## src/rtl/sad_block_search.sv

```systemverilog
`default_nettype none
// ============================================================================
// Module   : sad_block_search
// Purpose  : Streaming SAD engine with per-search minimum and index tracking.
// Revision : 1.0
// ============================================================================
module sad_block_search #(
  parameter  int WIDTH  = 8,
  parameter  int LANES  = 32,
  parameter  int BEATS  = 2,
  parameter  int CAND_W = 8,
  localparam int SAD_W  = WIDTH + $clog2(LANES * BEATS)
) (
  input  logic                   clk,
  input  logic                   rst,
  input  logic                   in_valid,
  input  logic                   in_start,
  input  logic                   in_end,
  input  logic [LANES*WIDTH-1:0] ori,
  input  logic [LANES*WIDTH-1:0] can,
  output logic [SAD_W-1:0]       sad,
  output logic [CAND_W-1:0]      sad_idx,
  output logic                   sad_valid,
  output logic [SAD_W-1:0]       best_sad,
  output logic [CAND_W-1:0]      best_idx,
  output logic                   best_valid
);

  localparam int BS_W = WIDTH + $clog2(LANES);
  localparam int BC_W = (BEATS > 1) ? $clog2(BEATS) : 1;
  localparam logic [BC_W-1:0] LAST_BEAT = BC_W'(BEATS - 1);

  // S1: input capture
  logic [LANES*WIDTH-1:0] ori_q, can_q;
  logic                   v1_q, start1_q, end1_q;

  always_ff @(posedge clk or negedge rst) begin
    if (!rst) begin
      ori_q    <= '0;
      can_q    <= '0;
      v1_q     <= 1'b0;
      start1_q <= 1'b0;
      end1_q   <= 1'b0;
    end else begin
      v1_q <= in_valid;
      if (in_valid) begin
        ori_q    <= ori;
        can_q    <= can;
        start1_q <= in_start;
        end1_q   <= in_end;
      end
    end
  end

  // S2: per-lane absolute difference and adder tree
  logic [WIDTH-1:0] w_absd [LANES];

  for (genvar gi = 0; gi < LANES; gi++) begin : g_lane
    logic [WIDTH-1:0] w_a, w_b;
    assign w_a = ori_q[gi*WIDTH +: WIDTH];
    assign w_b = can_q[gi*WIDTH +: WIDTH];
    assign w_absd[gi] = (w_a >= w_b) ? (w_a - w_b) : (w_b - w_a);
  end

  logic [BS_W-1:0] w_tree [LANES];
  logic [BS_W-1:0] w_beat_sum;

  // Pairwise reduction in place: after each level, slot i holds the sum of its 2*s subtree.
  always_comb begin
    for (int i = 0; i < LANES; i++) begin
      w_tree[i] = BS_W'(w_absd[i]);
    end
    for (int s = 1; s < LANES; s = s * 2) begin
      for (int i = 0; i < LANES; i = i + 2 * s) begin
        w_tree[i] = w_tree[i] + w_tree[i+s];
      end
    end
    w_beat_sum = w_tree[0];
  end

  logic [BS_W-1:0] beat_sum_q;
  logic            v2_q, start2_q, end2_q;

  always_ff @(posedge clk or negedge rst) begin
    if (!rst) begin
      beat_sum_q <= '0;
      v2_q       <= 1'b0;
      start2_q   <= 1'b0;
      end2_q     <= 1'b0;
    end else begin
      v2_q <= v1_q;
      if (v1_q) begin
        beat_sum_q <= w_beat_sum;
        start2_q   <= start1_q;
        end2_q     <= end1_q;
      end
    end
  end

  // S3: block accumulation and candidate numbering
  logic [BC_W-1:0]   beat_q, beat_d;
  logic [SAD_W-1:0]  acc_q, acc_d;
  logic [CAND_W-1:0] cand_q, cand_d;
  logic [SAD_W-1:0]  sad_q;
  logic [CAND_W-1:0] sad_idx_q;
  logic              sad_valid_q, sad_end_q;

  always_comb begin
    beat_d = start2_q ? '0 : beat_q;
    cand_d = start2_q ? '0 : cand_q;
    acc_d  = (beat_d == '0) ? SAD_W'(beat_sum_q) : acc_q + SAD_W'(beat_sum_q);
  end

  always_ff @(posedge clk or negedge rst) begin
    if (!rst) begin
      beat_q      <= '0;
      acc_q       <= '0;
      cand_q      <= '0;
      sad_q       <= '0;
      sad_idx_q   <= '0;
      sad_valid_q <= 1'b0;
      sad_end_q   <= 1'b0;
    end else begin
      sad_valid_q <= 1'b0;
      if (v2_q) begin
        if (beat_d == LAST_BEAT) begin
          sad_q       <= acc_d;
          sad_idx_q   <= cand_d;
          sad_valid_q <= 1'b1;
          sad_end_q   <= end2_q;
          beat_q      <= '0;
          cand_q      <= end2_q ? '0 : cand_d + 1'b1;
        end else begin
          acc_q  <= acc_d;
          beat_q <= beat_d + 1'b1;
          cand_q <= cand_d;
        end
      end
    end
  end

  // S4: running minimum; strict compare keeps the earlier index on ties
  logic [SAD_W-1:0]  min_q, w_min_nxt;
  logic [CAND_W-1:0] min_idx_q, w_idx_nxt;
  logic              min_vld_q, w_take;
  logic [SAD_W-1:0]  best_sad_q;
  logic [CAND_W-1:0] best_idx_q;
  logic              best_valid_q;

  always_comb begin
    w_take    = !min_vld_q || (sad_q < min_q);
    w_min_nxt = w_take ? sad_q     : min_q;
    w_idx_nxt = w_take ? sad_idx_q : min_idx_q;
  end

  always_ff @(posedge clk or negedge rst) begin
    if (!rst) begin
      min_q        <= '0;
      min_idx_q    <= '0;
      min_vld_q    <= 1'b0;
      best_sad_q   <= '0;
      best_idx_q   <= '0;
      best_valid_q <= 1'b0;
    end else begin
      best_valid_q <= 1'b0;
      if (sad_valid_q) begin
        if (sad_end_q) begin
          best_sad_q   <= w_min_nxt;
          best_idx_q   <= w_idx_nxt;
          best_valid_q <= 1'b1;
          min_vld_q    <= 1'b0;
        end else begin
          min_q     <= w_min_nxt;
          min_idx_q <= w_idx_nxt;
          min_vld_q <= 1'b1;
        end
      end
      // A restart entering S3 belongs to a new search, so it wins over any S4 update.
      if (v2_q && start2_q) begin
        min_vld_q <= 1'b0;
      end
    end
  end

  assign sad        = sad_q;
  assign sad_idx    = sad_idx_q;
  assign sad_valid  = sad_valid_q;
  assign best_sad   = best_sad_q;
  assign best_idx   = best_idx_q;
  assign best_valid = best_valid_q;

endmodule
`default_nettype wire

```

## config.mk

```make
export PLATFORM = sky130hd
export DESIGN_NAME = sad_block_search
export DESIGN_NICKNAME = d
export VERILOG_FILES = /design/src/rtl/sad_block_search.sv
export SDC_FILE = /design/constraint.sdc
export NUM_CORES = 2
export LEC_CHECK = 0
export BUFFER_PORTS_ARGS = -buffer_cell sky130_fd_sc_hd__clkbuf_2
export CAP_MARGIN = 10
export CORE_MARGIN = 4
export CORE_UTILIZATION = 35
export CTS_CLUSTER_DIAMETER = 120
export DETAILED_ROUTE_END_ITERATION = 12
export GPL_TIMING_DRIVEN = 0
export HOLD_SLACK_MARGIN = 0.05
export PLACE_DENSITY = 0.6
export RECOVER_POWER = 50
export SLEW_MARGIN = 20
export SYNTH_ARGS = -nofsm -noshare
export SYNTH_HDL_FRONTEND = slang
export SYNTH_SLANG_ARGS = --single-unit
export TNS_END_PERCENT = 30
```

## constraint.sdc

```tcl
create_clock -name clk -period 22.3 [get_ports clk]
set_input_delay 2.23 -clock clk [delete_from_list [all_inputs] [get_ports clk]]
set_output_delay 2.23 -clock clk [all_outputs]
set_load 0.01 [all_outputs]
```

# Word level (Yosys, flattened, before mapping)
# Index checks and enable logic that the tools add are counted.
# totals
latchBits	0
regBits	624
rom_bits	0
output_inout_bits	46
elab_cells	210
n_memories	0
mem_bits_rw	0
# classes
reduce_logical	8
muxes	47
div_mod_pow	0
n_addsub	98
n_mul	0
n_eq_ne	0
n_bitwise	2
n_shift	0
order_cmp	33
# ops
cell	count
$sub A8 B8 Y8	64
$mux W8	36
$ge A8 B8 Y1	32
$add A8 B8 Y9	16
$add A9 B9 Y10	8
$add A10 B10 Y11	4
$mux W14	2
$add A11 B11 Y12	2
$add A14 B13 Y14	1
$lt A14 B14 Y1	1
$add A12 B12 Y13	1
$mux W1	9
$add A8 B1 Y8 const B	1
$reduce_and A2 Y1	4
$not A1 Y1	2
$reduce_bool A2 Y1	1
$add A1 B1 Y1 const B	1
$logic_and A1 B1 Y1	1
$logic_not A1 Y1	1
$logic_or A1 B1 Y1	1

# Depth between registers and ports, before layout
# logic_depth
depth_word	7
ltp_mapped	35
ltp_nobuf	34

# Worst setup path after synthesis
# OpenSTA, ideal clock, no wires.
# synth_timing
kind	reg-to-reg
start	reg ori_q[104]
end	reg beat_sum_q[12]
arrival_time_ns	8.446
synth_period_minus_slack_ns	8.528
required_time_ns	22.218
stages_incl_launch_ff	34
setup_slack_ns	13.772
cell_sequence	dfrtp_1 > inv_1 > ha_1 > inv_1 > fa_1 > a21o_1 > a211o_1 > a221o_1 > a21oi_2 > buf_4 > mux2_2 > xnor2_1 > fa_1 > inv_1 > fa_1 > inv_1 > fa_1 > fa_1 > inv_1 > fa_1 > fa_1 > fa_1 > inv_1 > fa_1 > inv_1 > ha_1 > nor2b_1 > o21a_1 > o21ai_0 > a21oi_1 > o211ai_1 > a21boi_0 > or3_1 > a31oi_1
# synth_between
elab_chain_cells	7
elab_cells_between_ends	9
cone_classes	add/sub: 7; order compare: 1; mux: 1
# synth_lines
element	line_no	rtl
from (decl)	34	logic [LANES*WIDTH-1:0] ori_q, can_q;
from (signal assigned)	47	ori_q <= ori;
$sub A8 B8 Y8 or $ge A8 B8 Y1 (tied branches)	62	assign w_absd[gi] = (w_a >= w_b) ? (w_a - w_b) : (w_b - w_a);
$mux W8 (*)	62	
$add A8 B8 Y9 (*)	75	w_tree[i] = w_tree[i] + w_tree[i+s];
$add A9 B9 Y10 (*)	75	
$add A10 B10 Y11 (*)	75	
$add A11 B11 Y12 (*)	75	
$add A12 B12 Y13 (*)	75	
to (signal assigned)	93	beat_sum_q <= w_beat_sum;
to (decl)	81	logic [BS_W-1:0] beat_sum_q;
# Mark *: on every way between the ends. The rest lies on a longest branch, timed or not.
# A chain may end at the register's enable or synchronous reset.

==> summary.md <==
| Metric | Value |
|---|---|
| Hold Vio Cnt, Final | 0 |
| Cell mode on critical path | clkbuf_1 |
| Clock insertion delay at the later pin of the skew report | 0.70 ns |
| Clk sinks | 624 |
| Mean Syn Cell Area | 9.29 sq um |
| Cts hold-fix bufs | 0 |
| Register area share after synthesis | 31.6% |
| Cell Area, Synth | 49400 sq um |
| Critical hold path startpoint | start1_q$_DFFE_PN0P_ |
| Highest Signal Layer | met4 |
| Unique cell type count in the Yosys netlist | 68 |
| Post-synth EDFFs | 0 |
| Row cnt | 137 |
| Setup violators final | 0 |
| Hpwl dp | 131000 um |
| Final Cycle Share | 57.7% |
| Hold path depth | 2 |
| Clk_skew | 0.0275 ns |
| Pre-antenna DRT Iters | 5 |
| Crit. End Element | async pin |
| Syn. warnings | 0 |
| Final WL | 160000 um |
| Post-synth top flop | dfrtp_1 |
| Post-Synthesis Cells | 5319 |
| RSZ-0062 raised after global routing | false |
| Core area | 140000 sq um |
| Root Driver | clkbuf_16 |
| DIE AREA | 147000 sq um |
| Wire per inst | 20.2 um |
| Vias in the first global route | 40900 |
| Final WS setup | 9.43 ns |
| First-pass GRT wire length | 245000 um |
| Syn_nets | 6679 |
| WL met1 | 72900 um |
| #FFs+latches synth | 624 |
| Worst Hold Margin | 0.476 ns |
| Critical path buffers and inverters | 4 |
| Die Wd | 384 um |
| H-tree Lvls | 3 |
| Nets | 7334 |
| Reg2reg start | ori_q[104]$_DFFE_PN0P_ |
| # IOs | 563 |
| R2R setup slack | 12.94 ns |
| Chip height | 384 um |
| Grt total ovfl | 0 |
| Worst Setup Start Kind | primary input |
| Final RePlAce weighted congestion | 0.923 |
| Max Freq | 77.7 MHz |
| Vias/cell | 4.96 |
| DRC Markers | 0 |
| Area grow syn2layout | 16.5% |
| Fin crit period | 12.87 ns |
| Post-route ant nets | 0 |
| CTS max path bufs | 3 |
| Clock transition at path regs | 0.06 ns |
| Status | finished with violations |
| Vias | 39200 |
| Ys async rst share | 100% |
| Setup tns final | 0 ns |
| Most common cell after layout, fill and taps aside | inv_1 |
| Met2 routed WL | 76100 um |
| Cell breakdown of the critical path | clkbuf_1 -> clkbuf_1 -> clkbuf_1 -> clkbuf_1 |
| Antenna violations before repair | 10 |
| Hold endpoint | start2_q$_DFFE_PN0P_ |
| Final Core Density | 41.1% |
| TritonCTS buffer count | 81 |
| Setup slack at placement | 12.93 ns |
| CTS tree | yes |
| Path depth of the worst reg2reg path | 33 |
| CP required | 22.13 ns |
| WS Path Type | in2async |
| Initial Util | 35.3% |
| Max-cap violations | 7 |
| Layout cell share with drive strength beyond 1 | 14.9% |
| Max incr delay on CP | 3.03 ns |
| Max-slew headroom | -188% |
| CP Max Fanout | 72 |
| Hold/Removal Path Class | reg2reg |
| Failing checks | capacitance limit, slew limit |
| Crit path DAT | 12.70 ns |
| Slew Viols, Final | 417 |
| Top cell family by delay on the critical path | buffers and inverters |
| Tightest Pin Transition | 4.32 ns |
| Gr usage total | 21.6% |
| Post-cts resize count | 0 |
| Most frequent cells in the layout | inv_1, o21ai_0, nand2_1 |
| RR Endpoint | beat_sum_q[12]$_DFFE_PN0P_ |
| I/O Buffers | 562 |
| DR iter-0 viols | 2191 |
| Post-CTS Setup Inserts | 0 |
| Metal3 WL | 6820 um |
| Largest net degree at the start of global routing | 89 |
| Slowest-stage cell, CP | clkbuf_1 |
-- area by class of cell --
class                      instances  area [sq um]
fill                           14000         82300
clock buffer                     110          2320
multi-input combinational       3628         29700
sequential                       624         15600
timing repair buffer             572          2960
buffer                           176           696
inverter                         891          3340
tap                             1876          2350
clock inverter                    37           505
antenna                            6          15.0
-- metrics by stage --
step | instance area, sq um | cells
after detailed placement | 54900 | 7767
after global routing | 57500 | 7914
after floorplan | 49400 | 5319
after CTS | 57700 | 7914
after global placement | 54600 | 7757
final | 57500 | 7920
-- worst register-to-register path: cells and delay by family, from the launching register on --
kind / cells / cell delay [ns]
compound gates: 10 / 2.01
flops: 1 / 0.38
simple gates: 2 / 0.45
fa+ha+maj: 11 / 5.28
mux: 1 / 0.35
xor+xnor: 1 / 0.19
buf+inv: 8 / 0.64
-- logic make-up (layout without fill, tap and decap cells) --
| logic type | after synthesis | after routing | synth area share [%] |
|---|---|---|---|
| and+or+nand+nor | 933 | 933 | 8.05 |
| xor gates and xnor gates | 205 | 205 | 3.63 |
| adders and majority gates | 843 | 843 | 25.9 |
| AOI/OAI and AO/OA | 1366 | 1366 | 16.5 |
| other | 0 | 6 | 0 |
| buffers and inverters | 1067 | 1786 | 8.18 |
| muxes | 281 | 281 | 6.09 |
| DFF | 624 | 624 | 31.6 |
-- synthesized netlist by cell type (all sizes together), types with 7 or more instances --
cell type  instances  area [sq um]
inv              891          3340
o21ai            676          3430
nand2            630          2360
dfrtp            624         15600
ha               544          6810
a21oi            304          1540
fa               299          5990
mux2             155          1750
clkbuf           150           563
a21o             140          1050
nor2             130           488
xnor2            127          1110
mux2i            126          1260
xor2              78           683
nor2b             41           257
o21bai            41           308
a221oi            40           363
nand4             31           194
a221o             26           260
buf               26           135
a31oi             24           150
a211oi            23           235
nand2b            21           131
o21a              21           158
a32o              18           180
nor4b             17           149
nor3              14          70.1
nand3             13          65.1
and3              12          75.1
and4               7          61.3
-- metal layers --
| layer | GRT usage (%) | vias up |
|---|---|---|
| met2 | 36.5 | 883 |
| met4 | 5.34 | 0 |
| met3 | 3.01 | 178 |
| li1 | - | 18800 |
| met5 | 0 | - |
| met1 | 29.3 | 19300 |
-- how the worst max path moves through the flow --
stage	from	end	slack, ns	cells past startpoint
floorplan	ori_q[104]$_DFFE_PN0P_	beat_sum_q[12]$_DFFE_PN0P_	13.77	33
global placement	rst	can_q[55]$_DFFE_PN0P_	3.37	1
detailed placement	ori_q[104]$_DFFE_PN0P_	beat_sum_q[12]$_DFFE_PN0P_	12.93	33
CTS	ori_q[104]$_DFFE_PN0P_	beat_sum_q[10]$_DFFE_PN0P_	12.95	33
global route	rst	min_q[2]$_DFFE_PN0P_	6.80	4
finish	rst	min_vld_q$_DFFE_PN0P_	9.43	4
-- state kept, by name, indices dropped and copies added, names as in the netlist --
| name | cells |
|---|---|
| end1_q | 1 |
| v1_q | 1 |
| can_q | 256 |
| end2_q | 1 |
| min_q | 14 |
| sad_end_q | 1 |
| ori_q | 256 |
| start1_q | 1 |
| acc_q | 14 |
| beat_sum_q | 13 |
| beat_q | 1 |
| sad_idx | 8 |
| start2_q | 1 |
| min_vld_q | 1 |
| cand_q | 8 |
| min_idx_q | 8 |
| sad | 14 |
| best_idx | 8 |
| v2_q | 1 |
| best_sad | 14 |
| best_valid | 1 |
| sad_valid | 1 |
Power is not shown: default switching activity piles up to over one toggle a cycle in this logic, so the estimate is an artifact.
